==> src/rtl/lfsr_pkg.sv <==
// Shared constants and the maximal-length tap table for the lfsr block.
package lfsr_pkg;

    localparam int unsigned MIN_WIDTH = 2;
    localparam int unsigned MAX_WIDTH = 16;

    // Tap mask for a Fibonacci LFSR shifting toward the MSB.
    // Bit i set means state[i] feeds the XOR. A polynomial term x^e maps to mask bit e-1.
    function automatic logic [MAX_WIDTH-1:0] taps_for(input int unsigned width);
        logic [MAX_WIDTH-1:0] mask;
        mask = '0;
        case (width)
            2:       mask = 16'h0003;  // x^2+x+1
            3:       mask = 16'h0006;  // x^3+x^2+1
            4:       mask = 16'h000C;  // x^4+x^3+1
            5:       mask = 16'h0014;  // x^5+x^3+1
            6:       mask = 16'h0030;  // x^6+x^5+1
            7:       mask = 16'h0060;  // x^7+x^6+1
            8:       mask = 16'h00B8;  // x^8+x^6+x^5+x^4+1
            9:       mask = 16'h0110;  // x^9+x^5+1
            10:      mask = 16'h0240;  // x^10+x^7+1
            11:      mask = 16'h0500;  // x^11+x^9+1
            12:      mask = 16'h0829;  // x^12+x^6+x^4+x+1
            13:      mask = 16'h100D;  // x^13+x^4+x^3+x+1
            14:      mask = 16'h2015;  // x^14+x^5+x^3+x+1
            15:      mask = 16'h6000;  // x^15+x^14+1
            16:      mask = 16'hD008;  // x^16+x^15+x^13+x^4+1
            default: mask = '0;
        endcase
        return mask;
    endfunction

endpackage

==> src/rtl/lfsr_next.sv <==
// Combinational next-state logic for the Fibonacci LFSR: seed load or one shift.
module lfsr_next
    import lfsr_pkg::*;
#(
    parameter int unsigned     WIDTH = 4,
    parameter logic [WIDTH-1:0] TAPS = WIDTH'(taps_for(WIDTH))
) (
    input  logic [WIDTH-1:0] state,
    input  logic [WIDTH-1:0] seed,
    input  logic             load,
    output logic [WIDTH-1:0] next_c
);

    logic feedback;

    // Load takes precedence over the shift; shift moves toward the MSB with feedback into bit 0.
    always_comb begin
        feedback = ^(state & TAPS);
        next_c   = {state[WIDTH-2:0], feedback};
        if (load) begin
            next_c = seed;
        end
    end

endmodule

==> src/rtl/lfsr.sv <==
// Fibonacci LFSR with serial output q = state MSB and a synchronous seed load.
// Optional macro LFSR_LOCKUP_GUARD_EN: any all-zero next state (zero seed or
// zero state) is replaced by RESET_VALUE so the register can never lock up.
module lfsr
    import lfsr_pkg::*;
#(
    parameter int unsigned      WIDTH       = 4,
    parameter logic [WIDTH-1:0] TAPS        = WIDTH'(taps_for(WIDTH)),
    parameter logic [WIDTH-1:0] RESET_VALUE = WIDTH'(1)
) (
    output logic             q,
    input  logic             clk,
    input  logic             rst,
    input  logic [WIDTH-1:0] seed,
    input  logic             load
);

    // Reject illegal configurations at elaboration.
    if ((WIDTH < MIN_WIDTH) || (WIDTH > MAX_WIDTH)) begin : g_bad_width
        $error("lfsr: WIDTH %0d outside %0d..%0d", WIDTH, MIN_WIDTH, MAX_WIDTH);
    end
    if (RESET_VALUE == '0) begin : g_bad_reset
        $error("lfsr: RESET_VALUE must be nonzero");
    end

    logic [WIDTH-1:0] state_q;
    logic [WIDTH-1:0] state_d;
    logic [WIDTH-1:0] next_c;

    lfsr_next #(
        .WIDTH (WIDTH),
        .TAPS  (TAPS)
    ) u_next (
        .state  (state_q),
        .seed   (seed),
        .load   (load),
        .next_c (next_c)
    );

    // Next register value, optionally steering an all-zero result back to RESET_VALUE.
    always_comb begin
        state_d = next_c;
`ifdef LFSR_LOCKUP_GUARD_EN
        if (next_c == '0) begin
            state_d = RESET_VALUE;
        end
`endif
    end

    // State register with asynchronous active-high reset.
    always_ff @(posedge clk or posedge rst) begin
        if (rst) begin
            state_q <= RESET_VALUE;
        end else begin
            state_q <= state_d;
        end
    end

    assign q = state_q[WIDTH-1];

endmodule

==> config.mk <==
export PLATFORM = sky130hd
export DESIGN_NAME = lfsr
export DESIGN_NICKNAME = d
export VERILOG_FILES = /design/src/rtl/lfsr_pkg.sv /design/src/rtl/lfsr_next.sv /design/src/rtl/lfsr.sv
export SDC_FILE = /design/constraint.sdc
export NUM_CORES = 1
export LEC_CHECK = 0
export BUFFER_PORTS_ARGS = -buffer_cell sky130_fd_sc_hd__buf_2
export CAP_MARGIN = 15
export CORE_AREA = 2 2 39 41
export CTS_BUF_LIST = sky130_fd_sc_hd__clkbuf_8
export DETAILED_ROUTE_END_ITERATION = 7
export DIE_AREA = 0 0 41 43
export PLACE_DENSITY = 0.3
export SKIP_LAST_GASP = 1
export SLEW_MARGIN = 40
export SYNTH_ARGS = -nofsm -noshare
export SYNTH_HDL_FRONTEND = slang
export SYNTH_SLANG_ARGS = --single-unit
==> constraint.sdc <==
create_clock -name clk -period 0.9 [get_ports clk]
set_input_delay 0.045 -clock clk [delete_from_list [all_inputs] [get_ports clk]]
set_output_delay 0.045 -clock clk [all_outputs]
set_load 0.01 [all_outputs]
==> impl_results.md, run 1 <==
- Vias in the first global route: roughly 130
- DIE HEIGHT: 43 um
- CP max stage cell: dfrtp_1
- Highest-count cells in the layout ignoring fill and taps: 7 x buf_2, 3 x mux2_2, 3 x clkbuf_8, 3 x dfrtp_1, 2 x inv_1
- Post-cts resize count: 0
- Data arrival time of the critical path: between 700 and 800 ps
- Yosys Warn Count: 0
- CP Max Fanout: 2
- Top flop regs: state_q (4)
- Critical R2R Capture: state_q[3]$_DFF_PP0_
- I/O pin count: 8
- Starting DRC count in detailed routing: 0
- Worst Max-Slew Pin Slew: ~150 ps
- Placed insts: 34
- Net count, final: 31
- Total congestion overflow: 0
- Cells after Synth: 11
- Largest net degree at the start of global routing: 6
- Fin crit period: around 780 ps
- Layout Utilization: 0.1926
- Pre-CTS setup slack: 146.1 ps
- Area after DPL: 211.5 um2
- Worst r2r path cells: 1
- Final hold viol count: 0
- WHS Endpoint: state_q[0]$_DFF_PP1_
- H-tree lvl count: 1
- Hold path start: seed[0]
- Post-Syn Area: 156.4 um2
- Die extent in x: a little over 40 um
- #FFs+latches synth: 4
- Synth area leader: dfrtp_1
- Switching Share: 0.1936
- WHS Path Cells: 3
- CP Class: reg -> out
- Core Box Area: 1384 um2
- Clock Tree Buf Depth: 2
- CP endpoint kind: primary output
- Max Cap Viol: 0
- Top post-synthesis cells by area: dfrtp_1 48%, mux2_2 22%, dfstp_2 17%, xnor2_1 5.6%, o21ai_0 3.2%
- Syn Nets: 18
- RSZ-0062 raised after global routing: no
- Final Skew: between 0.9 and 1 ps
- GPL Wtd Cong: 0.5755
- Relative slew slack: 0.9003
- Gr usage total: 0.05539
- Worst min-delay path class: in -> reg
- Largest reg by FF count: state_q
- Most common cell after layout, fill and taps aside: buf_2
- Num rows: 14
- Initial antenna violation count: 0
- Post-Syn Area per Cell: approximately 14 um2
- Register-to-register setup slack: about 150 ps
- Final WL: 324 um
- Total Power: about 660 uW
- Beginning of the worst register-to-register path: state_q[2]$_DFF_PP0_
- Max FFs per register: 4
- Clk slew on worst S/H paths: roughly 30 ps
- Share of cells above drive strength 1: 0.6087
- Clock Sinks: 4
- Fmax: between 1 and 1.5 GHz
- Post-route DRC: 0
- Slew Limit Fails: 0
- Final worst slack: 117.5 ps
- Flop pwr share: 0.328
- Fillcell total: roughly 150
- Via-per-instance ratio: about 3
- Hold slack: approximately 53 ps
- Initial Util: 0.1130
- Vias: roughly 120
- CTS Buf Count: 3
- Non-Filler Instances: 39
- Status: complete, no violations
- Clock Tree Root: clkbuf_8
- Setup Total Neg Slack: 0 ps
- Post-CTS Setup Bufs: 0
- Fin crit share: 0.8694
- Data required time of the critical path: around 850 ps
- Sequential area share after synthesis: 0.6480
- Port bufs: 7
- Clock Power Share: 0.586
- Pwr dens: approximately 2500 nW/um2
- WP buf/inv: 1
- 1st-pass router iterations: 1
- Crit-path cells: buf_2
- N_diodes: 0
- CTS tree: yes
- Routed len/inst: between 8 and 9 um
- Design Area, Final: roughly 270 um2
- Post-synthesis cell type count: 7
- P_leak: 0.1272 nW
- Full die area: between 1500 and 2000 um2
- P&R area growth vs syn: 70.40%
- Peak supply drop: approximately 0.9 mV
- Crit. Startpoint: state_q[3]$_DFF_PP0_
- Internal power: 533.5 uW
- Slowest Stage Delay on Critical Path: approximately 380 ps
- Startpoint Class: flop
- Final setup violating endpoints: 0
- Clk Latency, worst-skew pair: around 220 ps
- First-pass GRT wire length: 538 um
- Post-route ant nets: 0
- Delay-heaviest family, CP: flip-flops
- Psw: roughly 130 uW
- Comb pwr share: 0.086
- Synth top area share: 0.4800
-- worst max-delay path by stage --
stage,endpoint,cells past startpoint,slack (ps)
floorplan,state_q[3]$_DFF_PP0_,1,170
global placement,state_q[3]$_DFF_PP0_,1,160
detailed placement,state_q[3]$_DFF_PP0_,1,150
CTS,q,1,100
global route,q,1,80
finish,q,1,120
-- final cells by class --
type	count	area (um2)	share of cell area
sequential	4	101.3	0.3803
multi-input combinational	6	51.30	0.1925
timing repair buffer	8	45.04	0.1690
clock buffer	3	41.29	0.1549
tap	16	20.02	0.07512
clock inverter	1	3.754	0.01408
inverter	1	3.754	0.01408
-- kinds of logic after synthesis --
family / count (synthesis) / synth area share
AOI/OAI and AO/OA: 1 / 0.03197
xor gates and xnor gates: 1 / 0.05601
buffers and inverters: 1 / 0.02398
DFF: 4 / 0.6480
muxes: 3 / 0.2160
and+or+nand+nor: 1 / 0.02398
-- power by group through the flow --
stage,Sequential [mW],Clock [mW],Combinational [mW]
2_1_floorplan,0.218,0,0.0288
3_3_place_gp,0.218,0,0.0524
3_5_place_dp,0.219,0,0.0551
4_1_cts,0.218,0.403,0.0583
5_1_grt,0.220,0.428,0.0644
6_report,0.217,0.388,0.0569
-- Yosys cell counts (all sizes together) --
cell type and number:
o21ai 1, mux2 3, dfstp 1, nand2 1, xnor2 1, inv 1
dfrtp 3
-- metal layers --
metal / track usage / wire length [um] / up-vias
met5: 0 / 0 / -
met4: 0.02000 / 0 / 0
met3: 0.07853 / 67 / 0
met2: 0.05313 / 89 / 10
met1: 0.06494 / 167 / 45
li1: - / - / 61
-- what timing repair did --
action | CTS | global route
hold endpoints to repair | 4 | 0
endpoints found under the setup margin | 0 | 0
hold buffers | 1 | 0
Power figures use the tool's default switching activity.
==> inputs of run 2 (changes only) <==
--- a/config.mk
+++ b/config.mk
@@ -11,6 +11,7 @@
 export CTS_BUF_LIST = sky130_fd_sc_hd__clkbuf_8
 export DETAILED_ROUTE_END_ITERATION = 7
 export DIE_AREA = 0 0 41 43
+export HOLD_SLACK_MARGIN = 0.15
 export PLACE_DENSITY = 0.3
 export SKIP_LAST_GASP = 1
 export SLEW_MARGIN = 40
==> run 2 against run 1 <==
  * Flip-flop and latch count stayed put
  * Sequential power hardly changed
  * Setup slack worse by 74 ps
  * Total power is 2.5% higher
  * Register-to-register slack hardly changed
  * Core utilization is 3.6 points higher
  * Clock-buffer cell count stayed put
  * Via count is 19% higher
  * First-iteration DRC count stayed put
  * Non-clock buffer count is 5 higher
  * Fmax is 8.6% lower
  * Critical path type is now in -> reg
  * Critical endpoint is now state_q[3]$_DFF_PP0_
  * Largest power group unchanged
  * Highest routed layer unchanged
==> impl_results.md, run 2 (synthesized netlist as in run 1, its figures left out) <==
- Status: complete, no violations
- Slowest Stage Delay on Critical Path: 530 ps
- Clk slew on worst S/H paths: roughly 30 ps
- First-pass GRT wire length: a little over 600 um
- Final hold viol count: 0
- Top flop regs: state_q (4)
- Core Box Area: around 1400 um2
- Largest reg by FF count: state_q
- Initial Util: 0.1130
- Data required time of the critical path: 1000 ps
- Layout Utilization: 0.2288
- Port bufs: 7
- Final WL: 367 um
- Highest-count cells in the layout ignoring fill and taps: 7 x buf_2, 6 x dlygate4sd3_1, 3 x mux2_2, 3 x clkbuf_8, 3 x dfrtp_1
- Final setup violating endpoints: 0
- Via-per-instance ratio: between 3 and 4
- Post-route DRC: 0
- I/O pin count: 8
- Routed len/inst: roughly 8.3 um
- Total congestion overflow: 0
- 1st-pass router iterations: 1
- P&R area growth vs syn: 102.4%
- RSZ-0062 raised after global routing: no
- Setup Total Neg Slack: 0 ps
- Clock Sinks: 4
- Most common cell after layout, fill and taps aside: buf_2
- Max Cap Viol: 0
- Startpoint Class: primary input
- Worst r2r path cells: 1
- Fin crit share: 0.9514
- Total Power: about 680 uW
- Full die area: 1763 um2
- Worst Max-Slew Pin Slew: 146.3 ps
- H-tree lvl count: 1
- Clock Power Share: 0.571
- Peak supply drop: around 0.96 mV
- N_diodes: 0
- Num rows: 14
- Clock Tree Root: clkbuf_8
- CP Max Fanout: 1
- Internal power: between 500 and 600 uW
- Comb pwr share: 0.109
- Flop pwr share: 0.320
- DIE HEIGHT: 43 um
- Vias in the first global route: between 150 and 200
- Data arrival time of the critical path: roughly 950 ps
- Post-route ant nets: 0
- Clk Latency, worst-skew pair: approximately 220 ps
- WHS Path Cells: 2
- # hold bufs at CTS: 5
- Design Area, Final: 316.6 um2
- Psw: 130.6 uW
- Die extent in x: 41 um
- Vias: ~140
- Net count, final: 36
- Fmax: about 1.2 GHz
- Gr usage total: 0.06042
- Crit-path cells: dlygate4sd3_1 > buf_2 > mux2_2
- Final Skew: around 0.18 ps
- Slew Limit Fails: 0
- Fin crit period: 856.3 ps
- Pre-CTS setup slack: between 100 and 150 ps
- CP Class: in -> reg
- Clock Tree Buf Depth: 2
- CTS Buf Count: 3
- Area after DPL: approximately 210 um2
- Share of cells above drive strength 1: 0.5000
- Post-CTS Setup Bufs: 0
- Largest net degree at the start of global routing: 6
- Max FFs per register: 4
- P_leak: between 0.1 and 0.15 nW
- CP endpoint kind: flop
- CP max stage cell: dlygate4sd3_1
- Post-cts resize count: 0
- Relative slew slack: 0.9014
- Starting DRC count in detailed routing: 0
- Worst min-delay path class: in -> reg
- Initial antenna violation count: 0
- Final worst slack: 43.73 ps
- CTS tree: yes
- GPL Wtd Cong: around 0.58
- Pwr dens: about 2100 nW/um2
- Switching Share: 0.1925
==> run 2: layout make-up <==
class                   instances  area, um2
fillers                       149       1067
flip-flops and latches          4      101.3
repair buffers                 13      95.09
multi-input cells               6      51.30
clock buffers                   3      41.29
well taps                      16      20.02
clock inverters                 1      3.754
inverters                       1      3.754
==> run 2: path summary, 6_finish.rpt <==
kind | startpoint | endpoint | slack, ps
worst max register to register | state_q[2]$_DFF_PP0_ | state_q[3]$_DFF_PP0_ | 150
max in group asynchronous | rst | state_q[0]$_DFF_PP1_ | 430
worst max-delay path | seed[3] | state_q[3]$_DFF_PP0_ | 40
worst min-delay path | load | state_q[1]$_DFF_PP0_ | 140
min in group asynchronous | rst | state_q[3]$_DFF_PP0_ | 250
worst min register to register | state_q[1]$_DFF_PP0_ | state_q[2]$_DFF_PP0_ | 480
==> run 2: power by group through the flow <==
stage	Clock, mW	Sequential [mW]	Combinational [mW]
finish	0.387	0.217	0.0740
detailed placement	0	0.219	0.0551
floorplan	0	0.218	0.0288
CTS	0.403	0.218	0.0712
global route	0.428	0.220	0.0824
global placement	0	0.218	0.0524
==> run 2: per-stage QoR <==
stage / hold slack (ps) / std cells
final: 135.7 / 44
after floorplan: -189.6 / 11
after detailed placement: -66.01 / 34
after global placement: -73.02 / 34
after global routing: 147.4 / 44
after CTS: 67.03 / 43
==> run 2: metal layers <==
| metal | share of wire | track usage | up-vias |
|---|---|---|---|
| met5 | 0 | 0 | - |
| li1 | - | - | 71 |
| met2 | 0.33 | 0.07188 | 10 |
| met4 | 0 | 0.02000 | 0 |
| met1 | 0.50 | 0.06169 | 57 |
| met3 | 0.17 | 0.07853 | 0 |
==> run 2: worst max-delay path: cells and delay by family <==
| kind | cells | cell delay [ps] |
|---|---|---|
| buffers and inverters | 2 | 650 |
| multiplexers | 1 | 250 |
